$ cat src/rtl/muldiv_pkg.sv
// Shared constants for the multiply/divide issue path: M-extension opcodes,
// the idle NOP code and the issue controller state encoding.
package muldiv_pkg;

    // Opcodes understood by the iterative multiply/divide unit.
    localparam logic [7:0] MD_NOP    = 8'h00;
    localparam logic [7:0] OP_MUL    = 8'h01;
    localparam logic [7:0] OP_MULH   = 8'h02;
    localparam logic [7:0] OP_MULHSU = 8'h03;
    localparam logic [7:0] OP_MULHU  = 8'h04;
    localparam logic [7:0] OP_DIV    = 8'h05;
    localparam logic [7:0] OP_DIVU   = 8'h06;
    localparam logic [7:0] OP_REM    = 8'h07;
    localparam logic [7:0] OP_REMU   = 8'h08;

    // Issue controller states.
    typedef enum logic [1:0] {
        ST_IDLE  = 2'd0,
        ST_BUSY  = 2'd1,
        ST_RESP  = 2'd2,
        ST_ABORT = 2'd3
    } state_e;

endpackage

$ cat src/rtl/muldiv_issue.sv
// Issue/writeback controller for the iterative multiply/divide unit.
// Holds one request stable at the unit, returns the unit to idle with a NOP,
// and hands the result to writeback.
//
// Handshakes: a transfer happens on a rising edge where valid and ready are
// both high. req_ready_o depends only on state and flush_i; wb_valid_o stays
// high with wb_rd_o/wb_data_o stable until wb_ready_i is seen (or a flush).
module muldiv_issue
    import muldiv_pkg::*;
#(
    parameter int unsigned TIMEOUT_CYCLES = 40,
    parameter logic [7:0]  MD_NOP         = muldiv_pkg::MD_NOP
) (
    input  logic        clk_i,
    input  logic        rst_ni,
    input  logic        req_valid_i,
    output logic        req_ready_o,
    input  logic [7:0]  req_inst_i,
    input  logic [31:0] req_rs1_data_i,
    input  logic [31:0] req_rs2_data_i,
    input  logic [4:0]  req_rd_i,
    input  logic        flush_i,
    output logic [7:0]  md_inst_o,
    output logic        md_muldiv_inst_o,
    output logic [31:0] md_reg1_data_o,
    output logic [31:0] md_reg2_data_o,
    input  logic [31:0] md_data_i,
    input  logic        md_ready_i,
    output logic        wb_valid_o,
    input  logic        wb_ready_i,
    output logic [4:0]  wb_rd_o,
    output logic [31:0] wb_data_o,
    output logic        wb_err_o,
    output logic        busy_o,
    output state_e      dbg_state_o
);

    // Last counter value before a stuck request is abandoned.
    localparam logic [5:0] TO_LAST = 6'(TIMEOUT_CYCLES - 1);

    state_e      state_q, state_d;
    logic [5:0]  cnt_q, cnt_d;
    logic [7:0]  inst_q, inst_d;
    logic [31:0] rs1_q, rs1_d;
    logic [31:0] rs2_q, rs2_d;
    logic [4:0]  rd_q, rd_d;
    logic [31:0] wb_data_q, wb_data_d;
    logic        wb_err_q, wb_err_d;

    // State and datapath registers; async reset puts the NOP on the unit at once.
    always_ff @(posedge clk_i or negedge rst_ni) begin
        if (!rst_ni) begin
            state_q   <= ST_IDLE;
            cnt_q     <= '0;
            inst_q    <= MD_NOP;
            rs1_q     <= '0;
            rs2_q     <= '0;
            rd_q      <= '0;
            wb_data_q <= '0;
            wb_err_q  <= 1'b0;
        end else begin
            state_q   <= state_d;
            cnt_q     <= cnt_d;
            inst_q    <= inst_d;
            rs1_q     <= rs1_d;
            rs2_q     <= rs2_d;
            rd_q      <= rd_d;
            wb_data_q <= wb_data_d;
            wb_err_q  <= wb_err_d;
        end
    end

    // Next-state logic and Moore outputs; flush beats every other event.
    always_comb begin
        state_d          = state_q;
        cnt_d            = cnt_q;
        inst_d           = inst_q;
        rs1_d            = rs1_q;
        rs2_d            = rs2_q;
        rd_d             = rd_q;
        wb_data_d        = wb_data_q;
        wb_err_d         = wb_err_q;
        req_ready_o      = 1'b0;
        md_inst_o        = MD_NOP;
        md_muldiv_inst_o = 1'b0;
        md_reg1_data_o   = '0;
        md_reg2_data_o   = '0;
        wb_valid_o       = 1'b0;

        case (state_q)
            ST_IDLE: begin
                req_ready_o = !flush_i;
                // A request targeting x0 is consumed without touching the unit.
                if (req_valid_i && !flush_i && (req_rd_i != 5'd0)) begin
                    inst_d  = req_inst_i;
                    rs1_d   = req_rs1_data_i;
                    rs2_d   = req_rs2_data_i;
                    rd_d    = req_rd_i;
                    cnt_d   = '0;
                    state_d = ST_BUSY;
                end
            end
            ST_BUSY: begin
                md_inst_o        = inst_q;
                md_muldiv_inst_o = 1'b1;
                md_reg1_data_o   = rs1_q;
                md_reg2_data_o   = rs2_q;
                cnt_d            = cnt_q + 6'd1;
                if (flush_i) begin
                    state_d = ST_ABORT;
                end else if (md_ready_i) begin
                    wb_data_d = md_data_i;
                    wb_err_d  = 1'b0;
                    state_d   = ST_RESP;
                end else if (cnt_q == TO_LAST) begin
                    wb_data_d = '0;
                    wb_err_d  = 1'b1;
                    state_d   = ST_RESP;
                end
            end
            ST_RESP: begin
                // A flush in this cycle cancels the writeback offer.
                wb_valid_o = !flush_i;
                if (flush_i || wb_ready_i) begin
                    state_d = ST_IDLE;
                end
            end
            ST_ABORT: begin
                state_d = ST_IDLE;
            end
            default: begin
                state_d = ST_IDLE;
            end
        endcase
    end

    assign wb_rd_o     = rd_q;
    assign wb_data_o   = wb_data_q;
    assign wb_err_o    = wb_err_q;
    assign busy_o      = (state_q != ST_IDLE);
    assign dbg_state_o = state_q;

endmodule

$ cat config.mk
export PLATFORM = sky130hd
export DESIGN_NAME = muldiv_issue
export DESIGN_NICKNAME = d
export VERILOG_FILES = /design/src/rtl/muldiv_pkg.sv /design/src/rtl/muldiv_issue.sv
export SDC_FILE = /design/constraint.sdc
export NUM_CORES = 1
export LEC_CHECK = 0
export CAP_MARGIN = 20
export CELL_PAD_IN_SITES_DETAIL_PLACEMENT = 1
export CELL_PAD_IN_SITES_GLOBAL_PLACEMENT = 2
export CORE_UTILIZATION = 24
export DETAILED_ROUTE_END_ITERATION = 8
export PLACE_DENSITY = 0.72
export SLEW_MARGIN = 20
export SYNTH_ARGS = -nofsm -noshare
export SYNTH_HDL_FRONTEND = slang
export SYNTH_SLANG_ARGS = --single-unit
$ cat constraint.sdc
create_clock -name clk_i -period 1.8 [get_ports clk_i]
set_input_delay 0.45 -clock clk_i [delete_from_list [all_inputs] [get_ports clk_i]]
set_output_delay 0.45 -clock clk_i [all_outputs]
set_load 0.02 [all_outputs]
==> results.md, run 1 <==
* Worst relative slew slack at about 67%
* Final Non-Filler Cells at between 900 and 1k
* # rows at 53
* TritonCTS Buffers at 17
* FILL cells at ~2.2k
* Reg-to-Reg End: rs2_q[24]
* Largest fanout on the critical path at 20
* Core box area at ~21000 µm²
* P per Cell Area at approximately 1800 nW/µm²
* Fmax at between 500 and 600 MHz
* Worst setup endpoint: md_reg1_data_o[17]
* Max IR drop VDD at around 640 µV
* GP Congestion at around 0.74
* GRT Overall Usage at between 15 and 20%
* Routed Antenna Nets at 0
* Worst-path clk slew at approximately 0.06 ns
* Worst setup SP type: flop
* Clock latency on the worst-skew pair at 0.42 ns
* Initial Util at approximately 25%
* Final WS setup at -0.176 ns
* Clock skew at approximately 0.012 ns
* First-pass GRT wire length at between 20000 and 30000 µm
* I/O pins at 231
* Crit path DAT at about 1.5 ns
* Post-Syn Nets at 481
* Most frequent cells in the layout: dfrtp_1, clkdlybuf4s50_1, mux2_4
* Drt first pass iters at 4
* # diodes at 0
* Synth-to-Final Area Change at 78.0%
* Largest net degree at the start of global routing at 87
* Die height at about 150 µm
* RSZ-0062 raised after global routing: true
* Initial antenna violation count at 0
* Total Routed Length at between 15000 and 20000 µm
* Gr ovfl total at 0
* Pleak at 0.00440 µW
* Num Clock Sinks at about 120
* Slew Viols, Final at 0
* Chip Width at 150 µm
* WP data required at about 1.4 ns
* Final setup viols at between 100 and 150
* Worst slew pin tran at about 0.5 ns
* RR Startpoint: dbg_state_o[1]
* Post-synth cell types at 28
* DRT iter0 DRCs at around 120
* Placed instance area at a little over 8000 µm²
* Detailed-route via count at between 4k and 5k
* Crit path time final at 1.98 ns
* Clock tree from TritonCTS: done
* Outcome: complete, but fails checks
* Wire per inst at approximately 19 µm
* Leading cell type in the layout, fill and taps excluded: dfrtp_1
* Final Cycle Share at 110%
* Reg2Reg Depth at 7
* Layout cells sized above 1 at around 46%
* Hold WC Path Type: input pin to asynchronous set/reset pin
* Post-Syn Area at between 5000 and 6000 µm²
* Hold buffers post-CTS at 0
* Number of global-route vias before repair at ~4.6k
* IO Port Bufs at 230
* Drt drc at 0
* H-tree levels at 4
* Post-synthesis sequential area ratio at between 50% and 60%
* Synthesized area per cell at roughly 14 µm²
* Flops & latches, synth at roughly 120
* CTS Buffer Depth at 2
* Violated checks: setup timing
* YS warnings at 0
* Crit. End Element: output pin
* Mapped Cells at 365
* Final Hold Fails at 0
* Max-Cap Viols at 0
* Cells after DPL at 865
* Root Driver: clkbuf_16
* Routed vias/inst at 4.41
* Worst Setup SP: dbg_state_o[0]
* Worst setup path class: flop to output pin
* Final #Nets at 750
* HPWL Detailed at around 11000 µm
* Post-route cell area at approximately 9400 µm²
* Register-to-register setup slack at -0.16 ns
* Die footprint at roughly 23000 µm²
* Post-route total power at about 17000 µW
synth_stat cells:
library cell / n / area [µm²]
a211o_1: 4 / 35.0
a21oi_1: 2 / 10.0
a22o_1: 32 / 280
and2_1: 73 / 457
and3_1: 4 / 25.0
buf_2: 4 / 20.0
buf_6: 9 / 101
clkbuf_1: 12 / 45.0
dfrtp_1: 118 / 2950
ha_1: 1 / 12.5
inv_1: 2 / 7.51
mux2_2: 1 / 11.3
mux2_4: 77 / 1160
nand2_1: 2 / 7.51
nand2b_1: 1 / 6.26
nand3_1: 3 / 15.0
nand3b_1: 1 / 7.51
nor2_1: 2 / 7.51
nor2_4: 1 / 11.3
nor3_1: 6 / 30.0
nor3b_1: 2 / 15.0
o21ai_0: 2 / 10.0
o21ai_1: 1 / 5.00
o21ba_2: 1 / 10.0
o2bb2ai_1: 1 / 8.76
o311a_1: 1 / 10.0
or2_2: 1 / 6.26
or3_1: 1 / 6.26
worst max-delay path, cell delays in order (launching register included):
cell	delay, ns
dfrtp_1	0.41
nand2b_4	0.12
clkinv_8	0.09
buf_12	0.16
and2_2	0.20
buf_6	0.13
sequential cells by signal (all words and copies together) (netlist names):
signal	flops
cnt_q	6
dbg_state_o	2
inst_q	8
rs1_q	32
rs2_q	32
wb_data_o	32
wb_err_o	1
wb_rd_o	5
layout make-up:
type                    instances  area [µm²]  area share (%)
repair buffers                275        3130            33.3
flip-flops and latches        118        2950            31.5
multi-input cells             220        2320            24.8
clock buffers                  24         492            5.24
well taps                     275         344            3.67
clock inverters                 7         119            1.27
inverters                       2        20.0           0.213
logic make-up after synthesis:
group           after synthesis  synth area share, %
compound gates               44                 7.00
fa+ha+maj                     1                0.237
buf+inv                      27                 3.30
flops                       118                 56.0
mux                          78                 22.2
simple gates                 97                 11.3
through the flow:
| step | utilization [%] | worst slack (ns) | TNS (ns) | hold slack, ns |
|---|---|---|---|---|
| final | 44.1 | -0.176 | -16.03 | 0.0913 |
| after detailed placement | 37.9 | -0.539 | -68.47 | 0.482 |
| after CTS | 43.3 | -0.264 | -19.99 | 0.0835 |
| after global placement | 37.9 | -0.539 | -64.88 | 0.484 |
| after floorplan | - | -0.0184 | -1.85 | 0.154 |
| after global routing | 44.1 | -0.251 | -25.12 | 0.111 |
where the power goes:
| group | switching (µW) | internal (µW) |
|---|---|---|
| registers | 780 | 3950 |
| clock network | 1230 | 2320 |
| logic | 3540 | 4860 |
| total | 5540 | 11100 |
worst min-delay path by stage:
stage,end,slack [ns],start
finish,wb_data_o[3],0.09,rst_ni
floorplan,cnt_q[0],0.15,rst_ni
global route,wb_data_o[3],0.11,rst_ni
CTS,wb_data_o[3],0.08,rst_ni
global placement,wb_data_o[29],0.48,wb_data_o[29]
detailed placement,wb_data_o[15],0.48,wb_data_o[15]
repair_timing:
action / CTS / global route
resized for setup: 515 / 62
gates cloned: 11 / 1
setup endpoints to repair: 197 / 190
pin swaps: 3 / 11
setup buffers: 12 / 3
layer usage:
layer,vias up,global-route usage [%],share of wire (%)
met1,2086,19.7,41
met3,23,4.30,5.6
met4,0,6.06,1.9
li1,1818,-,-
met2,133,27.1,52
met5,-,0,0
(Power assumes the default switching activity.)
==> run 2: changes to the inputs <==
==> constraint.sdc (replaced) <==
create_clock -name clk_i -period 1.8 [get_ports clk_i]
set_input_delay 0.45 -clock clk_i [delete_from_list [all_inputs] [get_ports clk_i]]
set_output_delay 0.45 -clock clk_i [all_outputs]
set_load 0.1 [all_outputs]
==> results.md, run 2 (synthesis gave the netlist of run 1 again) <==
* Violated checks: setup timing
* Leading cell type in the layout, fill and taps excluded: buf_12
* Max-Cap Viols at 0
* Outcome: complete, but fails checks
* Fmax at 459 MHz
* CTS Buffer Depth at 2
* Root Driver: clkbuf_16
* Core box area at about 21000 µm²
* Setup tns final at -43.95 ns
* Die footprint at 22600 µm²
* Cell family with most CP delay: buffers and inverters
* Worst setup path class: flop to output pin
* Drt drc at 0
* Routed Antenna Nets at 0
* Routed vias/inst at about 4.3
* Num Clock Sinks at about 120
* Worst Path Buf+Inv at 4
* Worst-path clk slew at around 0.06 ns
* Post-Route Utilization at between 50% and 60%
* HPWL Detailed at around 12000 µm
* Drt first pass iters at 4
* GP Congestion at around 0.75
* Crit path time final at 2.18 ns
* Die height at 150 µm
* # diodes at 0
* H-tree levels at 4
* First-pass GRT wire length at between 20000 and 30000 µm
* Register-to-register setup slack at -0.33 ns
* Initial Util at 24.8%
* FILL cells at between 2k and 2.5k
* Post-route cell area at 10700 µm²
* Largest fanout on the critical path at 9
* # rows at 53
* Initial antenna violation count at 0
* IO Port Bufs at 230
* Slowest cell on the critical path: dfrtp_4
* Crit path DAT at 1.73 ns
* Worst setup SP type: flop
* Clock latency on the worst-skew pair at between 0.4 and 0.5 ns
* CP peak stage delay at between 0.4 and 0.5 ns
* Post-place setup slack at -0.575 ns
* Final WS setup at -0.381 ns
* Crit. End Element: output pin
* CP Cell Sequence: nand2b_4, clkinv_8, buf_12, clkbuf_16, and2_4, buf_12
* TritonCTS Buffers at 17
* I/O pins at between 200 and 250
* Final Hold Fails at 0
* Clock tree from TritonCTS: done
* Layout cells sized above 1 at a little under three fifths
* Number of global-route vias before repair at ~4.8k
* Worst slew pin tran at roughly 0.32 ns
* Final #Nets at ~770
* Total Routed Length at 18600 µm
* Most frequent cells in the layout: buf_12, dfrtp_1, clkdlybuf4s50_1
* Final Cycle Share at 121%
* Largest net degree at the start of global routing at between 50 and 60
* Placed instance area at about 9400 µm²
* Detailed-route via count at approximately 4.1k
* Cell mode on critical path: buf_12
* Final setup viols at roughly 160
* Chip Width at between 150 and 200 µm
* Hold WC Path Type: input pin to flop
* DRT iter0 DRCs at 77
* Slew Viols, Final at 0
* Worst relative slew slack at around four fifths
* Gr ovfl total at 0
* WP data required at 1.35 ns
* RSZ-0062 raised after global routing: true
* Clock skew at between 0.008 and 0.009 ns
* GRT Overall Usage at between 15 and 20%
* Synth-to-Final Area Change at 103%
* Wire per inst at about 20 µm
## run 2: changes by cell type in the layout (fill, tap and decap cells not counted), moves of 9 or more
cell | previous run | this run
and2_4 | 48 | 72
buf_12 | 14 | 137
dlygate4sd2_1 | 40 | 0
and2_1 | 16 | 1
buf_6 | 71 | 10
and2_2 | 9 | 0
## run 2: path summary, 6_finish.rpt
check / from / to / cells after the start
min in group asynchronous: rst_ni / rs2_q[19] / 2
max in group asynchronous: rst_ni / rs1_q[0] / 3
worst min register to register: rs1_q[22] / rs1_q[22] / 1
worst min-delay path: req_rd_i[3] / wb_rd_o[3] / 2
worst max-delay path: dbg_state_o[0] / md_reg1_data_o[24] / 6
worst max register to register: dbg_state_o[1] / rs2_q[30] / 9
## run 2: layer usage
metal	vias to the layer above	routed length (µm)	global-route usage [%]
met1	2069	7850	21.4
met4	0	250	5.71
met2	140	9430	28.6
li1	1848	-	-
met3	16	1090	5.09
met5	-	0	0
## run 2: repair_timing
item	CTS	global route
endpoints found under the hold margin	18	0
gates resized for setup	42	20
hold buffers	1	0
cloned	13	2
pin swaps	9	10
buffers inserted	18	15
endpoints found under the setup margin	167	160
## run 2: final cells by class
| type | count | area (µm²) | area share (%) |
|---|---|---|---|
| clock inverter | 11 | 125 | 1.17 |
| timing repair buffer | 291 | 4400 | 41.2 |
| clock buffer | 20 | 457 | 4.27 |
| inverter | 2 | 20.0 | 0.187 |
| sequential | 118 | 2960 | 27.7 |
| multi-input combinational | 220 | 2380 | 22.3 |
| tap | 275 | 344 | 3.22 |
## run 2: through the flow
step           hold slack [ns]  std cells
2_1_floorplan            0.154        365
3_3_place_gp             0.357        868
3_5_place_dp             0.366        868
4_1_cts                  0.391        931
5_1_grt                  0.298        937
6_report                 0.316        937
Power of run 2 is left out: the tool's default activity adds up to more than one toggle a clock period on the data nets, which glitch-free logic cannot reach.
